==> src/rtl/uart_tx.sv <==
// uart_tx: 16x-oversampled UART transmitter, 7/8 data bits, optional parity, 1 stop.
// Define UART_TX_FIFO_EN to queue up to FIFO_DEPTH bytes instead of one holding register.
module uart_tx #(
    parameter int FIFO_DEPTH = 4
) (
    input  logic       ACLK,
    input  logic       ARESETn,
    input  logic       tx_sample_pulse,
    input  logic       data_bits,
    input  logic       parity_en,
    input  logic       parity_odd0_even1,
    input  logic       tx_data_reg_wr,
    input  logic [7:0] tx_data,
    output logic       UART_TX,
    output logic       tx_ready,
    output logic       tx_busy,
    output logic       overflow
);

    localparam logic [2:0] S_IDLE   = 3'd0;
    localparam logic [2:0] S_START  = 3'd1;
    localparam logic [2:0] S_DATA   = 3'd2;
    localparam logic [2:0] S_PARITY = 3'd3;
    localparam logic [2:0] S_STOP   = 3'd4;

    logic [2:0] state_q, state_d;
    logic [3:0] tick_q, tick_d;
    logic [2:0] bit_q, bit_d;
    logic [7:0] shift_q, shift_d;
    logic       bits8_q, bits8_d;
    logic       par_en_q, par_en_d;
    logic       par_bit_q, par_bit_d;
    logic       line_q, line_d;
    logic       ovf_q, ovf_d;

    logic       st_valid;
    logic [7:0] st_data;
    logic       wr_acc;
    logic       take;
    logic       push;
    logic       pop;
    logic [7:0] pend_data;
    logic [7:0] load_data;
    logic       bit_end;
    logic [2:0] last_bit;

    // An idle transmitter with nothing stored takes the written byte directly.
    assign wr_acc    = tx_data_reg_wr & tx_ready;
    assign take      = (state_q == S_IDLE) & (st_valid | wr_acc);
    assign pop       = take & st_valid;
    assign push      = wr_acc & ~(take & ~st_valid);
    assign pend_data = st_valid ? st_data : tx_data;
    assign load_data = data_bits ? pend_data : {1'b0, pend_data[6:0]};
    assign bit_end   = tx_sample_pulse & (tick_q == 4'd15);
    assign last_bit  = bits8_q ? 3'd7 : 3'd6;

`ifdef UART_TX_FIFO_EN
    localparam int AW = (FIFO_DEPTH > 1) ? $clog2(FIFO_DEPTH) : 1;

    logic [7:0]  mem_q [FIFO_DEPTH];
    logic [AW:0] wptr_q, wptr_d;
    logic [AW:0] rptr_q, rptr_d;
    logic        full;

    assign full     = (wptr_q[AW] != rptr_q[AW]) &&
                      (wptr_q[AW-1:0] == rptr_q[AW-1:0]);
    assign st_valid = (wptr_q != rptr_q);
    assign st_data  = mem_q[rptr_q[AW-1:0]];
    assign tx_ready = ~full;

    always_comb begin
        wptr_d = wptr_q;
        rptr_d = rptr_q;
        if (push) wptr_d = wptr_q + {{AW{1'b0}}, 1'b1};
        if (pop)  rptr_d = rptr_q + {{AW{1'b0}}, 1'b1};
    end

    always_ff @(posedge ACLK or negedge ARESETn) begin
        if (!ARESETn) begin
            wptr_q <= '0;
            rptr_q <= '0;
            for (int i = 0; i < FIFO_DEPTH; i++) mem_q[i] <= '0;
        end else begin
            wptr_q <= wptr_d;
            rptr_q <= rptr_d;
            if (push) mem_q[wptr_q[AW-1:0]] <= tx_data;
        end
    end
`else
    logic       hold_valid_q, hold_valid_d;
    logic [7:0] hold_q, hold_d;
    logic       unused_depth;

    assign unused_depth = (FIFO_DEPTH != 0);
    assign st_valid     = hold_valid_q;
    assign st_data      = hold_q;
    assign tx_ready     = ~hold_valid_q;

    always_comb begin
        hold_valid_d = hold_valid_q;
        hold_d       = hold_q;
        if (pop) hold_valid_d = 1'b0;
        if (push) begin
            hold_valid_d = 1'b1;
            hold_d       = tx_data;
        end
    end

    always_ff @(posedge ACLK or negedge ARESETn) begin
        if (!ARESETn) begin
            hold_valid_q <= 1'b0;
            hold_q       <= '0;
        end else begin
            hold_valid_q <= hold_valid_d;
            hold_q       <= hold_d;
        end
    end
`endif

    always_comb begin
        state_d   = state_q;
        tick_d    = tick_q;
        bit_d     = bit_q;
        shift_d   = shift_q;
        bits8_d   = bits8_q;
        par_en_d  = par_en_q;
        par_bit_d = par_bit_q;
        if (tx_sample_pulse) tick_d = tick_q + 4'd1;
        unique case (state_q)
            S_IDLE: begin
                tick_d = '0;
                bit_d  = '0;
                if (take) begin
                    state_d   = S_START;
                    shift_d   = load_data;
                    bits8_d   = data_bits;
                    par_en_d  = parity_en;
                    par_bit_d = (^load_data) ^ ~parity_odd0_even1;
                end
            end
            S_START: begin
                if (bit_end) state_d = S_DATA;
            end
            S_DATA: begin
                if (bit_end) begin
                    shift_d = {1'b0, shift_q[7:1]};
                    if (bit_q == last_bit) begin
                        bit_d   = '0;
                        state_d = par_en_q ? S_PARITY : S_STOP;
                    end else begin
                        bit_d = bit_q + 3'd1;
                    end
                end
            end
            S_PARITY: begin
                if (bit_end) state_d = S_STOP;
            end
            S_STOP: begin
                if (bit_end) state_d = S_IDLE;
            end
            default: begin
                state_d = S_IDLE;
                tick_d  = '0;
            end
        endcase
    end

    always_comb begin
        line_d = 1'b1;
        unique case (state_q)
            S_START:  line_d = 1'b0;
            S_DATA:   line_d = shift_q[0];
            S_PARITY: line_d = par_bit_q;
            default:  line_d = 1'b1;
        endcase
    end

    assign ovf_d = tx_data_reg_wr & ~tx_ready;

    always_ff @(posedge ACLK or negedge ARESETn) begin
        if (!ARESETn) begin
            state_q   <= S_IDLE;
            tick_q    <= '0;
            bit_q     <= '0;
            shift_q   <= '0;
            bits8_q   <= 1'b1;
            par_en_q  <= 1'b0;
            par_bit_q <= 1'b0;
            line_q    <= 1'b1;
            ovf_q     <= 1'b0;
        end else begin
            state_q   <= state_d;
            tick_q    <= tick_d;
            bit_q     <= bit_d;
            shift_q   <= shift_d;
            bits8_q   <= bits8_d;
            par_en_q  <= par_en_d;
            par_bit_q <= par_bit_d;
            line_q    <= line_d;
            ovf_q     <= ovf_d;
        end
    end

    assign UART_TX  = line_q;
    assign overflow = ovf_q;
    assign tx_busy  = (state_q != S_IDLE) | st_valid;

endmodule

==> config.mk <==
export PLATFORM = sky130hd
export DESIGN_NAME = uart_tx
export DESIGN_NICKNAME = d
export VERILOG_FILES = /design/src/rtl/uart_tx.sv
export SDC_FILE = /design/constraint.sdc
export NUM_CORES = 1
export LEC_CHECK = 0
export ABC_AREA = 1
export CORE_MARGIN = 1
export CORE_UTILIZATION = 40
export CTS_BUF_LIST = sky130_fd_sc_hd__clkbuf_2 sky130_fd_sc_hd__clkbuf_4 sky130_fd_sc_hd__clkbuf_8
export DETAILED_ROUTE_END_ITERATION = 12
export SYNTH_ARGS = -nofsm -noshare
export SYNTH_HDL_FRONTEND = slang
export SYNTH_SLANG_ARGS = --single-unit
==> constraint.sdc <==
create_clock -name ACLK -period 1.77 [get_ports ACLK]
set_clock_uncertainty 0.1 [all_clocks]
set_input_delay 0.177 -clock ACLK [delete_from_list [all_inputs] [get_ports ACLK]]
set_output_delay 0.177 -clock ACLK [all_outputs]
set_load 0.01 [all_outputs]
After elaboration in Yosys (flattened, before gate mapping). Cells that the tools add are included.

Add/sub/neg operators: 2. Multiply operators: 0. Div/mod/pow operators: 0. Magnitude comparators: 0. Eq/ne operators: 13. Shifts and indexed selects: 0. Muxes and demuxes: 22. Bitwise gates (word level): 13. Reduce and logical (&&, ||, !) cells: 10.

Operator list (count): $mux 8 (4); $mux 3 (9); $pmux 8 s2 (1); $pmux 3 s5 (1); $ne 2x2->1 const B (6); $mux 4 (2); $reduce_xor 8->1 (1); $and 1x1->1 (7); $eq 3x2->1 const B (2); $pmux 3 s2 (1); $reduce_and 6->1 (1); $add 4x1->4 const B (1); $eq 4x4->1 const B (1); $reduce_and 2->1 (2); $reduce_bool 2->1 (2); $reduce_or 4->1 (1); $add 3x1->3 const B (1); $eq 3x1->1 const B (1); $eq 3x3->1 (1); $eq 3x3->1 const B (1); $logic_not 3->1 (1); $mux 1 (3); $not 1->1 (3); $pmux 1 s3 (1); other kinds (5) (6).

Flip-flop bits (word level): 32. Bits in latches: 0. RAM bits: 0. ROM bits: 0. Bits of input ports: 15. Output and inout bits: 4. Logic and storage cells: 71. Memories: 0.

Longest topological paths before layout.
Depth in word-level cells: 8. Gate-level depth with buffers: 14. Gate-level depth less buffers: 12.

Worst setup path before layout. No wires, ideal clock.

Kind: register -> register. Start point: reg state_q[2]. End point: reg shift_q[2]. Setup time: 0.126 ns. Data arrival time: 1.497 ns. Data required time: 1.544 ns. Setup slack: 0.047 ns. Cell stages (with the launch flop): 8. Path buffers: 1. Clock period less this slack: 1.723 ns. Cell sequence: dfrtp_1 > nor3_4 > inv_2 > o21ai_4 > inv_2 > a21oi_4 > buf_6 > o21ai_0.

Word-level cells in the longest chain between the ends: 4. Elaborated cells on any way between the ends: 8. Classes of those cells: eq/ne: 3; mux: 1; bitwise: 1; reduce/logical: 3.

RTL lines: start: declaration (RTL line 26) `logic [2:0] state_q, state_d;`; start signal: assignment (RTL line 192) `state_q <= state_d;`; $logic_not 3->1 (RTL line 49, 129); $and 1x1->1 (RTL line 49) `assign take = (state_q == S_IDLE) & (st_valid | wr_acc);`; $ne 2x2->1 (no source line); $reduce_and 3->1 (no source line); end signal: assignment (RTL line 195) `shift_q <= shift_d;`; end: declaration (RTL line 29) `logic [7:0] shift_q, shift_d;`.

Several ways; a longest one is shown, not always the timed one. A chain may end at the register's enable or synchronous reset.

Worst setup path after layout.
Start point: reg tick_q[1]. End point: reg shift_q[0].

Word-level cells in the longest chain between the ends: 4.

RTL lines: start: declaration (RTL line 27) `logic [3:0] tick_q, tick_d;`; start signal: assignment (RTL line 193) `tick_q <= tick_d;`; $eq 4x4->1 (RTL line 54) `assign bit_end = tx_sample_pulse & (tick_q == 4'd15);`; $and 1x1->1 (RTL line 54); $ne 2x2->1 (no source line); $reduce_and 3->1 (no source line).

No other way between the ends.

==> impl_metrics.yaml <==
status:
  outcome: "finished clean"
layout:
  final_nets: 310
  num_antenna_cells: 0
  fill_cells: 415
  synthToLayoutAreaGrowth_pct: 30.40
  fin_area_um2: 2356
  drive_above_1_share_pct: 17.69
  layoutNonFillerInstCount: 346
die:
  initial_utilization_pct: 41.49
  core_um2: 4354
  die-area_um2: 4789
  num_io_pins: 19
  die_h_um: 69.21
  chipWidth_um: 69.21
  row_count: 24
timing:
  rsz0062_at_grt: "yes"
  setup_viol: 0
  final-max-slew-violation-count: 0
  slew_headroom_pct: 71.14
  worst_pin_slew_ns: 0.4313
  period_share_pct: 96.76
  max_freq_mhz: 583.9
  period_needed_ns: 1.713
  fin_tns_setup_ns: 0
  hold_viol: 0
  holdWs_ns: 0.1922
logic_synthesis:
  syn_area_um2: 1807
  synth_edf_count: 0
  synthArstFlopShare_pct: 100.0
  yosysTopAreaCellShare_pct: 41.55
  synth.net_count: 269
  ys_seq_area_share_pct: 44.46
  synth_top_area_cell: "dfrtp_1"
  ys_seq_elements: 32
  synth.top_cells.by_count: "nand2_1 (95), inv_1 (40), dfrtp_1 (30)"
  ys_types: 27
  yosys-top-cells-area: "dfrtp_1 (42%), nand2_1 (20%), inv_1 (8.3%)"
  synth_ff_type: "dfrtp_1"
  syn_avg_cell_area_um2: 7.170
  synth_cells: 252
  yosysMostFrequentCell: "nand2_1"
  synth.yosys.warnings: 0
drt:
  first_pass_iters: 4
  drc_errors: 0
  routed_wl_mm: 3.860
  dr_total_vias: 1622
  wl_per_cell_um: 11.16
  ant_nets: 0
  viasPerCell: 4.688
  drtIter0Drc: 72
setup_path:
  crit_path_end_kind: "flip-flop"
  startpoint: "tick_q[1]"
  cp.arrival_ns: 1.79
  critical_path_class: "reg2reg"
  cp.required_ns: 1.84
  r2r_start: "tick_q[1]"
  start_kind: "flip-flop"
  cp_max_fo: 8
power_and_ir_drop:
  peakVddDrop_mv: 0.7690
  p_leak_nw: 1.234
  power_density_nw_per_um2: 1752
place:
  dp_hpwl_mm: 2.753
  io_buffers: 18
  place_congestion: 0.7430
  dpl_cell_area_um2: 2148
  dp_cells: 330
global_routing:
  grt.met1_usage_pct: 24.23
  top_usage_layer: "met2"
  grt_max_degree: 33
  grt_pass1_wl_mm: 6.644
  grt_pass1_vias: 1500
  grt_use_met3_pct: 4.360
  antenna_found_initial: 0
  grt_use_met2_pct: 26.43
  grt_overflow_total: 0
  track_usage_pct: 17.44
job:
  maxCapViolCount: 0
clock_tree:
  cts_buffer_depth: 2
  cts_max_level: 2
  cts.sink_count: 32
  root_buffer: "clkbuf_8"
  cts_made_buffers: 5
  holdBufCountCts: 0
  clock_latency_ns: 0.28
  cts_tree: "done"
  clk_pin_slew_ns: 0.07
hold_path:
  hp-class: "in2async"
[state kept, by name, indices dropped and copies added (netlist names)]
name,cells
UART_TX,1
par_en_q,1
overflow,1
bits8_q,1
bit_q,3
hold_q,8
state_q,3
hold_valid_q,1
shift_q,8
par_bit_q,1
tick_q,4
[final timing paths]
kind / to / slack, ns / cells after the start
worst max-delay path: shift_q[0] / 0.06 / 9
worst min-delay path: hold_q[2] / 0.19 / 2
worst max register to register: shift_q[0] / 0.06 / 9
worst min register to register: hold_q[0] / 0.39 / 2
max in group asynchronous: bits8_q / 1.04 / 2
min in group ACLK: par_en_q / 0.38 / 3
[placed cells by master (no fill, tap or decap), drive strengths merged]
cell	netlist	final
nand2	95	95
inv	43	43
dfrtp	30	30
o21ai	30	30
buf	4	21
clkdlybuf4s50	0	16
nand3	12	12
nor2	10	10
a21oi	8	8
clkbuf	2	7
nor3	6	6
dfstp	2	2
clkinv	0	2
ha	2	2
a221o	1	1
nand4	1	1
o21a	1	1
mux2i	1	1
a31oi	1	1
nor4b	1	1
xor2	1	1
nand3b	1	1
dlygate4sd2	0	1
dlymetal6s2s	0	1
[metal layers]
metal | share of wire [%] | wire length [um]
met4 | 1.5 | 58
met5 | 0 | 0
met2 | 44 | 1693
met1 | 52 | 2013
met3 | 2.5 | 95
[what timing repair did]
action                     4_1_cts  5_1_grt
setup buffers                    1        6
setup endpoints to repair        2       11
gates cloned                     0        1
pin swaps                        0        6
gates resized for setup          2       17
[power breakdown]
part / leakage, nW / internal, mW / switching, mW
Clock: 0.0510 / 0.310 / 0.275
Sequential: 0.401 / 1.06 / 0.199
Combinational: 0.782 / 1.01 / 1.27
Total: 1.23 / 2.38 / 1.75
[per-stage QoR]
stage / worst slack [ns] / power, mW / util (%)
floorplan: 0.04727 / 2.653 / -
global placement: -0.03463 / 3.308 / 49.34
detailed placement: -0.09687 / 3.348 / 49.34
CTS: 0.005243 / 3.975 / 51.72
global route: -0.03876 / 4.556 / 54.11
finish: 0.05732 / 4.127 / 54.11
[critical path: stages (launching register included)]
cell and delay (ns):
dfrtp_1 0.36, ha_2 0.20, nand2_2 0.07, nor2_4 0.14, nand2_4 0.08, o21ai_4 0.15, inv_2 0.07, a21oi_4 0.19
clkbuf_16 0.19, a21oi_1 0.06
[cells by family after synthesis]
logic type	synth area share (%)
adders and majority gates	1.385
AOI/OAI and AO/OA	13.51
DFF	44.46
muxes	0.5540
buffers and inverters	10.80
and+or+nand+nor	28.81
xor gates and xnor gates	0.4849
[final cells by class]
class	count	area, um2	share of cell area (%)
clock buffers	6	82.58	3.505
clock inverters	2	10.01	0.4249
inverters	43	161.4	6.851
multi-input cells	171	843.3	35.79
flip-flops and latches	32	804.5	34.15
well taps	52	65.06	2.762
repair buffers	40	389.1	16.52
No activity file was read; power rests on OpenSTA's default activity.
